==> src/rtl/sii_l2t_req_issue.sv <==
// SII-to-L2 request issue stage: serializes one request descriptor into 32-bit
// beats on the addressed bank's lane and tracks per-bank L2 input-queue credits.
`timescale 1ns/1ps
module sii_l2t_req_issue #(
  parameter int IQ_DEPTH = 16,
  parameter int NBANK    = 8
) (
  input  logic         iol2clk,
  input  logic         rst,
  input  logic         req_valid,
  output logic         req_ready,
  input  logic [2:0]   req_bank,
  input  logic         req_wr,
  input  logic [63:0]  req_hdr,
  input  logic [511:0] req_data,
  output logic [255:0] sii_l2t_req,
  output logic [7:0]   sii_l2t_req_vld,
  input  logic [7:0]   l2t_sii_iq_dequeue,
  output logic         credit_ovf
);

  localparam logic [7:0] CREDIT_MAX = 8'(IQ_DEPTH);

  typedef enum logic {IDLE, SEND} state_t;

  state_t       state;
  logic [4:0]   beat;
  logic [2:0]   cur_bank;
  logic         cur_wr;
  logic [63:0]  cur_hdr;
  logic [511:0] cur_data;
  logic [7:0]   credit [NBANK];

  logic         last_beat;
  logic         accept;
  logic [4:0]   dbeat;
  logic [511:0] data_shift;
  logic [31:0]  beat_word;

  assign last_beat = (state == SEND) && (beat == (cur_wr ? 5'd17 : 5'd1));
  // Ready looks only at the registered credit; a same-cycle dequeue is not counted.
  assign req_ready = ((state == IDLE) || last_beat) && (credit[req_bank] != 8'd0);
  assign accept    = req_valid && req_ready;

  always_ff @(posedge iol2clk or posedge rst) begin
    if (rst) begin
      state      <= IDLE;
      beat       <= 5'd0;
      cur_bank   <= 3'd0;
      cur_wr     <= 1'b0;
      cur_hdr    <= 64'd0;
      cur_data   <= 512'd0;
      credit_ovf <= 1'b0;
      for (int b = 0; b < NBANK; b++) credit[b] <= CREDIT_MAX;
    end else begin
      if (accept) begin
        state    <= SEND;
        beat     <= 5'd0;
        cur_bank <= req_bank;
        cur_wr   <= req_wr;
        cur_hdr  <= req_hdr;
        cur_data <= req_data;
      end else if (last_beat) begin
        state <= IDLE;
        beat  <= 5'd0;
      end else if (state == SEND) begin
        beat <= beat + 5'd1;
      end

      for (int b = 0; b < NBANK; b++) begin
        case ({l2t_sii_iq_dequeue[b], accept && (req_bank == 3'(b))})
          2'b10: begin
            if (credit[b] == CREDIT_MAX) credit_ovf <= 1'b1;
            else                         credit[b]  <= credit[b] + 8'd1;
          end
          2'b01:   credit[b] <= credit[b] - 8'd1;
          default: ;
        endcase
      end
    end
  end

  // Data beat k sits at [511-32k -: 32]; shifting left brings it to the top word.
  assign dbeat      = beat - 5'd2;
  assign data_shift = cur_data << {dbeat[3:0], 5'd0};

  always_comb begin
    beat_word = data_shift[511:480];
    if (beat == 5'd0)      beat_word = cur_hdr[63:32];
    else if (beat == 5'd1) beat_word = cur_hdr[31:0];
  end

  always_comb begin
    sii_l2t_req     = '0;
    sii_l2t_req_vld = '0;
    if (state == SEND) begin
      sii_l2t_req[{cur_bank, 5'd0} +: 32] = beat_word;
      sii_l2t_req_vld[cur_bank]           = (beat == 5'd0);
    end
  end

endmodule
==> config.mk <==
export PLATFORM = sky130hd
export DESIGN_NAME = sii_l2t_req_issue
export DESIGN_NICKNAME = d
export VERILOG_FILES = /design/src/rtl/sii_l2t_req_issue.sv
export SDC_FILE = /design/constraint.sdc
export NUM_CORES = 2
export LEC_CHECK = 0
export BUFFER_PORTS_ARGS = -buffer_cell sky130_fd_sc_hd__buf_2
export CAP_MARGIN = 20
export CORE_AREA = 2 2 336 338
export CTS_CLUSTER_SIZE = 8
export DETAILED_ROUTE_END_ITERATION = 16
export DIE_AREA = 0 0 338 340
export REMOVE_ABC_BUFFERS = 1
export SETUP_SLACK_MARGIN = 0.05
export SYNTH_ARGS = -nofsm -noshare
export SYNTH_HDL_FRONTEND = slang
export SYNTH_SLANG_ARGS = --single-unit
==> constraint.sdc <==
create_clock -name iol2clk -period 52 [get_ports iol2clk]
set_input_delay 2.6 -clock iol2clk [delete_from_list [all_inputs] [get_ports iol2clk]]
set_output_delay 2.6 -clock iol2clk [all_outputs]
set_load 0.02 [all_outputs]
==> summary.md <==
| Metric | Value |
|---|---|
| Largest net degree at the start of global routing | 178 |
| Hold Path End | credit[39]$_DFFE_PP0P_ |
| Vias in the first global route | 23986 |
| WHS Path Cells | 1 |
| Worst-path cell chain | buf_4, buf_4, mux4_2, mux4_2, a222oi_1, buf_4, nor2_1, buf_2 |
| Top cell type's share of synthesized area | 48.7% |
| First-pass GRT wire length | between 150 and 200 mm |
| FF-to-FF End | cur_hdr[49]$_DFFE_PP0N_ |
| Via density | roughly 4.9 |
| NumNets Final | 3905 |
| DR pass1 iterations | 6 |
| Sum of negative setup slack | 0 ps |
| Layout area overhead | 24.9% |
| Met2 Resource Use GR | 31.1% |
| Worst R2R Path Depth | 10 |
| Number of setup buffers added after CTS | 0 |
| EDFF count, synth | 0 |
| Async set or reset register ratio after synthesis | 100% |
| M3 GR Usage | 5.39% |
| PortBufs | 856 |
| RSZ-0062 raised after global routing | no |
| Kind of critical path | flop to output port |
| CP Data Arrival Time | 5320 ps |
| Setup violations, final | 0 |
| CP most frequent cell | buf_4 |
| R2R Setup Slk | approximately 47000 ps |
| Outcome | finished, final reports clean |
| Family with the most delay on the worst path | buffers and inverters |
| Main flop type after synthesis | dfrtp_1 |
| Die Ht | 340 um |
| Layout cells sized above 1 | 38.4% |
| DRT Wirelength | 108 mm |
| Top area cells in the synthesized netlist | dfrtp_1 (49%), mux2_1 (19%), mux4_2 (11%) |
| Leakage | about 19 nW |
| Post-synthesis cell count | 2415 |
| Syn avg cell area | 13.7 sq um |
| Synth area leader | dfrtp_1 |
| Overall routing resource usage | between 10% and 20% |
| Post-synthesis xor/xnor area fraction | 1.09% |
| Post-Place Setup Slack | 44460 ps |
| Cts repair resizes | 0 |
| Register area share after synthesis | slightly below 50% |
| Starting density of the core | 29.6% |
| Most frequent cell after synthesis | dfrtp_1 |
| Ports | approximately 860 |
| Syn Std Cell Area | 0.0330 sq mm |
| Worst Path Buf+Inv | 4 |
| Max-slew violations | 0 |
| Clk_lat worst skew | 670 ps |
| Post-Layout Cell Count | 4795 |
| Clock sink count | 651 |
| P per Cell Area | 71.6 mW/mm^2 |
| Final Hold Viols | 0 |
| Clk root buf | clkbuf_16 |
| Maximum root-to-sink buffer count | 3 |
| Std-Cell Rows | between 100 and 150 |
| Final ANT Viol Nets | 0 |
| Post-synth top cells | dfrtp_1 (643), mux2_1 (567), nor2_1 (314) |
| Worst r2r src | beat[1]$_DFFE_PP0P_ |
| Slew headroom | between 10% and 20% |
| WL/cell | 22.5 um |
| Post-Synth Adder-Cell Area | under 10% |
| Met1 usage | a little under a quarter |
| Final HPWL DP | around 80 mm |
| Fmax | 126 MHz |
| Final WS setup | 44080 ps |
| H-tree depth | 3 |
| Worst-margin pin slew | 1250 ps |
| Busiest grt layer | met2 |
| Worst hold start | credit[39]$_DFFE_PP0P_ |
| CP max-delay cell | a222oi_1 |
| Hold Crit Class | flop to flop |
| Worst Path Required | 49400 ps |
| CTS Buf Count | 93 |
| Drc violations | 0 |
| Gp weighted congestion | 0.814 |
| Total congestion overflow | 0 |
| Initial drt markers | 1359 |
| Largest family of logic cells by synthesized area | multiplexers |
| Routed vias | 23477 |
| Peak supply drop | 0.0362 mV |
| Worst-path clk slew | 50 ps |
| Crit. End Element | output port |
| Crit path time final | just under 8000 ps |
| Post-Synth Simple-Gate Area | 6.20% |
| Die W | approximately 340 um |
| Slowest stage delay, CP | 1010 ps |
| Max-cap viol count | 0 |
| Compound-Gate Fraction of Synth Area | slightly above 4% |
| Seq cells post-synth | 651 |
| Die footprint | 0.115 sq mm |
| Count of yosys warnings during synthesis | 0 |
| CTS tree | done |
| Core area | 0.112 sq mm |
| Cts hold-fix bufs | 0 |
| Unique masters post-synth | 70 |
| Crit path launch type | flop |
| Part of the cycle the worst path needs | 15.2% |
| Placed cells | 4654 |
| Initial antenna violation count | 51 |
| Clock Skew | 39.0 ps |
| Mux cell area share after synthesis | ~32% |
| Crit Path Max Fanout | 38 |
-- worst max-delay path by stage --
stage | from | end | slack, ps | cells after the start
3_3_place_gp | beat[0]$_DFFE_PP0P_ | sii_l2t_req[6] | 44550 | 8
5_1_grt | beat[0]$_DFFE_PP0P_ | sii_l2t_req[6] | 43680 | 8
3_5_place_dp | beat[0]$_DFFE_PP0P_ | sii_l2t_req[6] | 44460 | 8
4_1_cts | beat[0]$_DFFE_PP0P_ | sii_l2t_req[6] | 43690 | 8
6_report | beat[0]$_DFFE_PP0P_ | sii_l2t_req[6] | 44080 | 8
2_1_floorplan | rst | beat[0]$_DFFE_PP0P_ | 31170 | 1
-- metal layers --
layer | vias to the layer above | wire length, um
li1 | 10520 | -
met1 | 11913 | 44200
met2 | 810 | 52600
met3 | 180 | 8320
met4 | 54 | 2260
met5 | - | 342
-- cell usage in the layout (no fill, tap or decap), types with 19 or more instances in the layout --
master / count
inv_1: 54
ha_1: 54
mux2i_1: 19
mux4_2: 162
xnor2_1: 31
clkbuf_16: 93
mux2_1: 567
nand2_1: 27
a21oi_1: 23
buf_4: 51
a222oi_1: 32
nor2_1: 314
o21ai_0: 28
dfrtp_1: 641
nand3_1: 33
mux2_2: 43
buf_2: 858
-- power by group --
part           total (mW)  switching (mW)  internal, mW
Combinational        1.46           0.808         0.651
Sequential          0.933           0.165         0.768
Clock               0.562           0.228         0.335
-- area by class of cell --
type / count / area [sq um]
multi-input cells: 1533 / 15400
flip-flops and latches: 651 / 16300
clock inverters: 11 / 245
inverters: 56 / 218
clock buffers: 111 / 2410
diodes: 17 / 42.5
well taps: 1500 / 1880
fillers: 10912 / 70300
repair buffers: 916 / 4810
-- registers in the layout, indices dropped and copies added (netlist names) --
signal / flops
beat: 5
credit: 64
credit_ovf: 1
cur_bank: 3
cur_data: 512
cur_hdr: 64
cur_wr: 1
state: 1
-- worst register-to-register path, cell delays in order, from the launching register on --
cell	delay, ps
dfrtp_4	730
inv_1	270
ha_1	280
and4bb_1	270
a21o_1	350
nand2_1	150
o32ai_4	500
buf_4	700
buf_12	750
buf_4	830
mux2_1	430
-- kinds of logic (layout without fill, tap and decap cells) --
group	Yosys count	after routing
AO/OA/AOI/OAI	174	174
XOR/XNOR	41	41
adder cells (fa/ha/maj)	63	63
buffers and inverters	231	1094
flip-flops	651	651
multiplexers	791	791
other	0	17
AND/OR/NAND/NOR	464	464
-- through the flow --
| stage | utilization (%) | power, mW | hold WS [ps] | instance area, sq um |
|---|---|---|---|---|
| final | 37.0 | 2.95 | 473 | 41300 |
| after detailed placement | 34.6 | 2.42 | 464 | 38600 |
| after global routing | 37.0 | 3.15 | 481 | 41300 |
| after floorplan | - | 1.91 | 443 | 31800 |
| after global placement | 34.6 | 2.38 | 462 | 38600 |
| after CTS | 37.0 | 2.99 | 476 | 41200 |
Power figures use the tool's default switching activity.
